### src/rtl/me_sad_search.sv
// Full-search block-matching motion estimator: scans every +/-RANGE offset of
// a BLKxBLK reference block over its search window and keeps the minimum SAD.
module me_sad_search #(
  parameter  int PIX_W  = 8,
  parameter  int BLK    = 16,
  parameter  int RANGE  = 8,
  localparam int SW     = BLK + 2*RANGE,
  localparam int NPIX   = BLK*BLK,
  localparam int DIST_W = PIX_W + $clog2(NPIX),
  localparam int MV_W   = $clog2(RANGE+1) + 1,
  localparam int RA_W   = $clog2(NPIX),
  localparam int SA_W   = $clog2(SW*SW)
) (
  input  logic              clk,
  input  logic              rst_n,
  input  logic              start_signal,
  input  logic              early_term_en,
  output logic [RA_W-1:0]   address_ref,
  output logic [SA_W-1:0]   address_search,
  input  logic [PIX_W-1:0]  ref_data,
  input  logic [PIX_W-1:0]  search_data,
  output logic [DIST_W-1:0] best_distance,
  output logic [MV_W-1:0]   motion_vector_x,
  output logic [MV_W-1:0]   motion_vector_y,
  output logic              process_completed
);

  localparam int CNT_W = $clog2(BLK);
  localparam int OFF_W = $clog2(2*RANGE+1);

  typedef enum logic [2:0] {
    S_IDLE,
    S_INIT,
    S_RUN,
    S_DRAIN,
    S_DONE
  } state_t;

  state_t            state_reg;
  logic [CNT_W-1:0]  r_reg;
  logic [CNT_W-1:0]  c_reg;
  logic [OFF_W-1:0]  dx_reg;
  logic [OFF_W-1:0]  dy_reg;
  logic [DIST_W-1:0] acc_reg;
  logic [DIST_W-1:0] best_reg;
  logic [MV_W-1:0]   mvx_reg;
  logic [MV_W-1:0]   mvy_reg;
  logic              et_reg;
  logic              abort_reg;
  logic              valid_reg;
  logic              done_reg;

  logic [PIX_W-1:0]  abs_diff;
  logic [DIST_W-1:0] acc_next;
  logic              last_pix;
  logic              last_col;
  logic              et_hit;

  // valid_reg marks that the pixel pair on the data inputs belongs to the
  // current candidate (its address went out during RUN on the previous cycle)
  always_comb begin
    abs_diff = (ref_data >= search_data) ? (ref_data - search_data)
                                         : (search_data - ref_data);
    acc_next = acc_reg + DIST_W'(abs_diff);
  end

  assign last_col = (c_reg == CNT_W'(BLK-1));
  assign last_pix = last_col && (r_reg == CNT_W'(BLK-1));
  assign et_hit   = et_reg && valid_reg && (acc_next >= best_reg);

  assign address_ref    = RA_W'(r_reg) * RA_W'(BLK) + RA_W'(c_reg);
  assign address_search = (SA_W'(dy_reg) + SA_W'(r_reg)) * SA_W'(SW)
                        + SA_W'(dx_reg) + SA_W'(c_reg);

  // Window offset 0..2R maps to signed motion vector -R..+R on each axis
  logic [OFF_W-1:0] off_cur [2];
  logic [MV_W-1:0]  mv_cand [2];

  assign off_cur[0] = dx_reg;
  assign off_cur[1] = dy_reg;

  genvar gi;
  generate
    for (gi = 0; gi < 2; gi++) begin : g_mv
      assign mv_cand[gi] = MV_W'(off_cur[gi]) - MV_W'(RANGE);
    end
  endgenerate

  always_ff @(posedge clk or negedge rst_n) begin
    if (!rst_n) begin
      state_reg <= S_IDLE;
      r_reg     <= '0;
      c_reg     <= '0;
      dx_reg    <= '0;
      dy_reg    <= '0;
      acc_reg   <= '0;
      best_reg  <= '0;
      mvx_reg   <= '0;
      mvy_reg   <= '0;
      et_reg    <= 1'b0;
      abort_reg <= 1'b0;
      valid_reg <= 1'b0;
      done_reg  <= 1'b0;
    end else begin
      case (state_reg)
        S_IDLE, S_DONE: begin
          if (start_signal) begin
            state_reg <= S_INIT;
            et_reg    <= early_term_en;
            done_reg  <= 1'b0;
          end
        end

        S_INIT: begin
          best_reg  <= '1;
          mvx_reg   <= '0;
          mvy_reg   <= '0;
          r_reg     <= '0;
          c_reg     <= '0;
          dx_reg    <= '0;
          dy_reg    <= '0;
          acc_reg   <= '0;
          valid_reg <= 1'b0;
          abort_reg <= 1'b0;
          state_reg <= S_RUN;
        end

        S_RUN: begin
          valid_reg <= 1'b1;
          if (valid_reg) begin
            acc_reg <= acc_next;
          end
          if (et_hit || last_pix) begin
            r_reg     <= '0;
            c_reg     <= '0;
            abort_reg <= et_hit;
            state_reg <= S_DRAIN;
          end else if (last_col) begin
            c_reg <= '0;
            r_reg <= r_reg + 1'b1;
          end else begin
            c_reg <= c_reg + 1'b1;
          end
        end

        S_DRAIN: begin
          valid_reg <= 1'b0;
          abort_reg <= 1'b0;
          acc_reg   <= '0;
          // Strict compare so that ties keep the earlier raster candidate
          if (!abort_reg && (acc_next < best_reg)) begin
            best_reg <= acc_next;
            mvx_reg  <= mv_cand[0];
            mvy_reg  <= mv_cand[1];
          end
          if (dx_reg == OFF_W'(2*RANGE)) begin
            dx_reg <= '0;
            if (dy_reg == OFF_W'(2*RANGE)) begin
              dy_reg    <= '0;
              state_reg <= S_DONE;
              done_reg  <= 1'b1;
            end else begin
              dy_reg    <= dy_reg + 1'b1;
              state_reg <= S_RUN;
            end
          end else begin
            dx_reg    <= dx_reg + 1'b1;
            state_reg <= S_RUN;
          end
        end

        default: state_reg <= S_IDLE;
      endcase
    end
  end

  assign best_distance     = best_reg;
  assign motion_vector_x   = mvx_reg;
  assign motion_vector_y   = mvy_reg;
  assign process_completed = done_reg;

endmodule
### config.mk
export PLATFORM = sky130hd
export DESIGN_NAME = me_sad_search
export DESIGN_NICKNAME = d
export VERILOG_FILES = /design/src/rtl/me_sad_search.sv
export SDC_FILE = /design/constraint.sdc
export NUM_CORES = 1
export LEC_CHECK = 0
export BUFFER_PORTS_ARGS = -buffer_cell sky130_fd_sc_hd__clkbuf_2
export CAP_MARGIN = 20
export CORE_MARGIN = 5
export CORE_UTILIZATION = 50
export CTS_BUF_LIST = sky130_fd_sc_hd__clkbuf_8
export DETAILED_ROUTE_END_ITERATION = 8
export PLACE_DENSITY = 0.68
export SLEW_MARGIN = 20
export SYNTH_ARGS = -nofsm -noshare
export SYNTH_HDL_FRONTEND = slang
export SYNTH_SLANG_ARGS = --single-unit
### constraint.sdc
create_clock -name clk -period 4 [get_ports clk]
set_clock_uncertainty 0.1 [all_clocks]
set_input_delay 0.4 -clock clk [delete_from_list [all_inputs] [get_ports clk]]
set_output_delay 0.4 -clock clk [all_outputs]
set_load 0.1 [all_outputs]
==> flow_metrics.env <==
export IMPL_clk_pin_slew_ns=0.08
export IMPL_grt_setup_unrepaired="yes"
export IMPL_grt_remaining_overflow=0
export IMPL_rows=35
export IMPL_die_w_um=108
export IMPL_die_h_um=108
export IMPL_irDropWorstVdd_mv=0.274
export IMPL_diodes=0
export IMPL_leakagePower_nw=3.39
export IMPL_grt_first_pass_wirelength_mm=21.6
export IMPL_grt_usage_pct=23.0
export IMPL_r2r_start="acc_reg[0]$_DFFE_PN0P_"
export IMPL_critPathArrivalTime_ns=5.22
export IMPL_p_per_area_nw_per_um2=489
export IMPL_holdCritPathClass="in -> async"
export IMPL_placed_cell_area_um2=5820
export IMPL_finalWirelength_mm=13.2
export IMPL_design_area_um2=6700
export IMPL_grt_max_degree=37
export IMPL_cts_hold_fix_buffers=0
export IMPL_violations="setup timing"
export IMPL_drc_errors=0
export IMPL_final_setup_worst_slack_ns=-1.08
export IMPL_syn_to_final_growth_pct=38.7
export IMPL_fin_tns_setup_ns=-35.55
export IMPL_ant_nets=0
export IMPL_clockRootBuffer="clkbuf_8"
export IMPL_dp_hpwl_mm=9.33
export IMPL_relSlewSlack_pct=43.6
export IMPL_netlist_area_um2=4830
export IMPL_wl_per_cell_um=15.9
export IMPL_gp_congestion=0.913
export IMPL_fin_util_pct=71.8
export IMPL_cts_buffers=9
export IMPL_syn_area_per_cell_um2=8.81
export IMPL_worstSkewPairLatency_ns=0.35
export IMPL_vias=4590
export IMPL_path_max_fanout=7
export IMPL_status="finished, violations left"
export IMPL_synth_area_top_cells="dfrtp_1 35%, ha_1 14%, o21ai_0 6.2%"
export IMPL_synth_top_area_share_pct=34.7
export IMPL_start_kind="input port"
export IMPL_core_area_um2=9330
export IMPL_clockBufferDepth=2
export IMPL_yosys_warnings=0
export IMPL_cts_max_level=3
export IMPL_ys_types=50
export IMPL_initial_core_util_pct=51.8
export IMPL_die_area_um2=11700
export IMPL_hold_viol_final=0
export IMPL_rrSetupSlack_ns=0.19
export IMPL_critPathLaunch="ref_data[0]"
export IMPL_grt_pass1_vias=4594
export IMPL_pre_cts_ws_ns=-1.54
export IMPL_post_route_period_util_pct=127
export IMPL_num_nets_final=773
export IMPL_crit_type="in -> reg"
export IMPL_synth_async_reset_ratio_pct=100
export IMPL_io_pins=65
export IMPL_syn_inst=548
export IMPL_synth_fp_nets=627
export IMPL_slew_violations=0
export IMPL_yosysMostFrequentCell="dfrtp_1"
export IMPL_tightest_slew_ns=0.846
export IMPL_dr_pass1_iters=5
export IMPL_synth_edf_count=0
export IMPL_synth_flop_cell="dfrtp_1"
export IMPL_period_minus_slack_ns=5.08
export IMPL_cp_end_kind="register"
export IMPL_ys_top_cells_by_count="67 x dfrtp_1, 60 x o21ai_0, 59 x inv_1"
export IMPL_antenna_found_initial=0
export IMPL_viasPerCell=5.54
export IMPL_yosysSeqAreaShare_pct=34.7
export IMPL_ys_ff_latch=67
export IMPL_max_freq_ghz=0.197
export IMPL_drtIter0Drc=299
export IMPL_clock_sinks=67
export IMPL_crit_required_ns=4.14
export IMPL_maxCapViolCount=0
export IMPL_drive_gt1_share_pct=35.8
export IMPL_cts_tree="done"
export IMPL_setup_violations=36
export IMPL_yosys_area_top_type="dfrtp_1"
export IMPL_numPortBuffers=64
what timing repair did:
action                     CTS  global route
pin swaps                   36            27
cloned                       6             0
buffers inserted            17             4
setup endpoints to repair   36            37
gates resized for setup     85            25
layout make-up:
cell class              count  area (um^2)
multi-input cells         403         3240
fillers                   676         2630
flip-flops and latches     67         1680
repair buffers            154         1190
inverters                  59          234
well taps                 129          161
clock buffers               9          124
clock inverters             7         68.8
power breakdown:
group          total (mW)  switching (mW)  internal (mW)
clock network       0.568           0.282          0.287
registers           0.840          0.0824          0.757
logic                1.87           0.916          0.952
total                3.28            1.28           2.00
worst max-delay path, stage by stage:
cell	delay [ns]
clkbuf_16	0.13
inv_12	0.04
ha_4	0.11
inv_2	0.03
fa_2	0.33
a21o_1	0.17
a21oi_2	0.16
a21oi_2	0.08
o211ai_1	0.21
nand2_2	0.19
mux2i_2	0.23
xor2_1	0.18
ha_1	0.27
or3_4	0.36
a41oi_4	0.25
and3b_1	0.26
xnor2_2	0.23
inv_1	0.11
ha_4	0.27
nand4_1	0.16
nor3_2	0.17
a22oi_2	0.11
a31o_4	0.28
a21oi_4	0.17
mux2_4	0.31
per-layer routing:
layer	up-vias	track usage [%]	share of wire (%)
met5	-	0	0
met4	0	6.94	1.9
met3	23	2.93	5.1
met2	143	38.1	48
met1	2233	31.6	45
li1	2191	-	-
cells in the final DEF (no fill, tap or decap), types with 16 or more instances in the layout:
master / count
o21ai_2: 16
inv_1: 56
ha_1: 50
a21oi_1: 24
buf_4: 72
nor2_1: 20
clkbuf_2: 62
nand3_1: 22
dfrtp_1: 67
o21ai_0: 35
nand2_1: 40
stage by stage:
| step | hold WS, ns | total power, mW | std cells |
|---|---|---|---|
| CTS | 0.0677 | 3.12 | 824 |
| global route | 0.105 | 3.48 | 828 |
| floorplan | 0.00441 | 1.66 | 548 |
| finish | 0.0395 | 3.28 | 828 |
| global placement | 0.374 | 2.29 | 785 |
| detailed placement | 0.389 | 2.35 | 785 |
path summary, 6_finish.rpt:
kind	endpoint	depth (start not counted)
setup / recovery	r_reg[1]$_DFFE_PN0P_	25
hold / removal	motion_vector_y[1]$_DFFE_PN0P_	1
setup reg to reg	r_reg[1]$_DFFE_PN0P_	17
hold reg to reg	acc_reg[0]$_DFFE_PN0P_	2
max in group asynchronous	best_distance[0]$_DFFE_PN0P_	2
min in group clk	et_reg$_DFFE_PN0P_	2
cells by family (layout without fill, tap and decap cells):
family / Yosys count / after routing / share of synthesized area, %
buffers and inverters: 78 / 229 / 6.27
XOR/XNOR: 35 / 35 / 6.35
multiplexers: 12 / 12 / 2.62
flip-flops: 67 / 67 / 34.7
AO/OA/AOI/OAI: 142 / 142 / 17.8
adder cells (fa/ha/maj): 59 / 59 / 16.1
AND/OR/NAND/NOR: 155 / 155 / 16.2
Power figures use the tool's default switching activity.
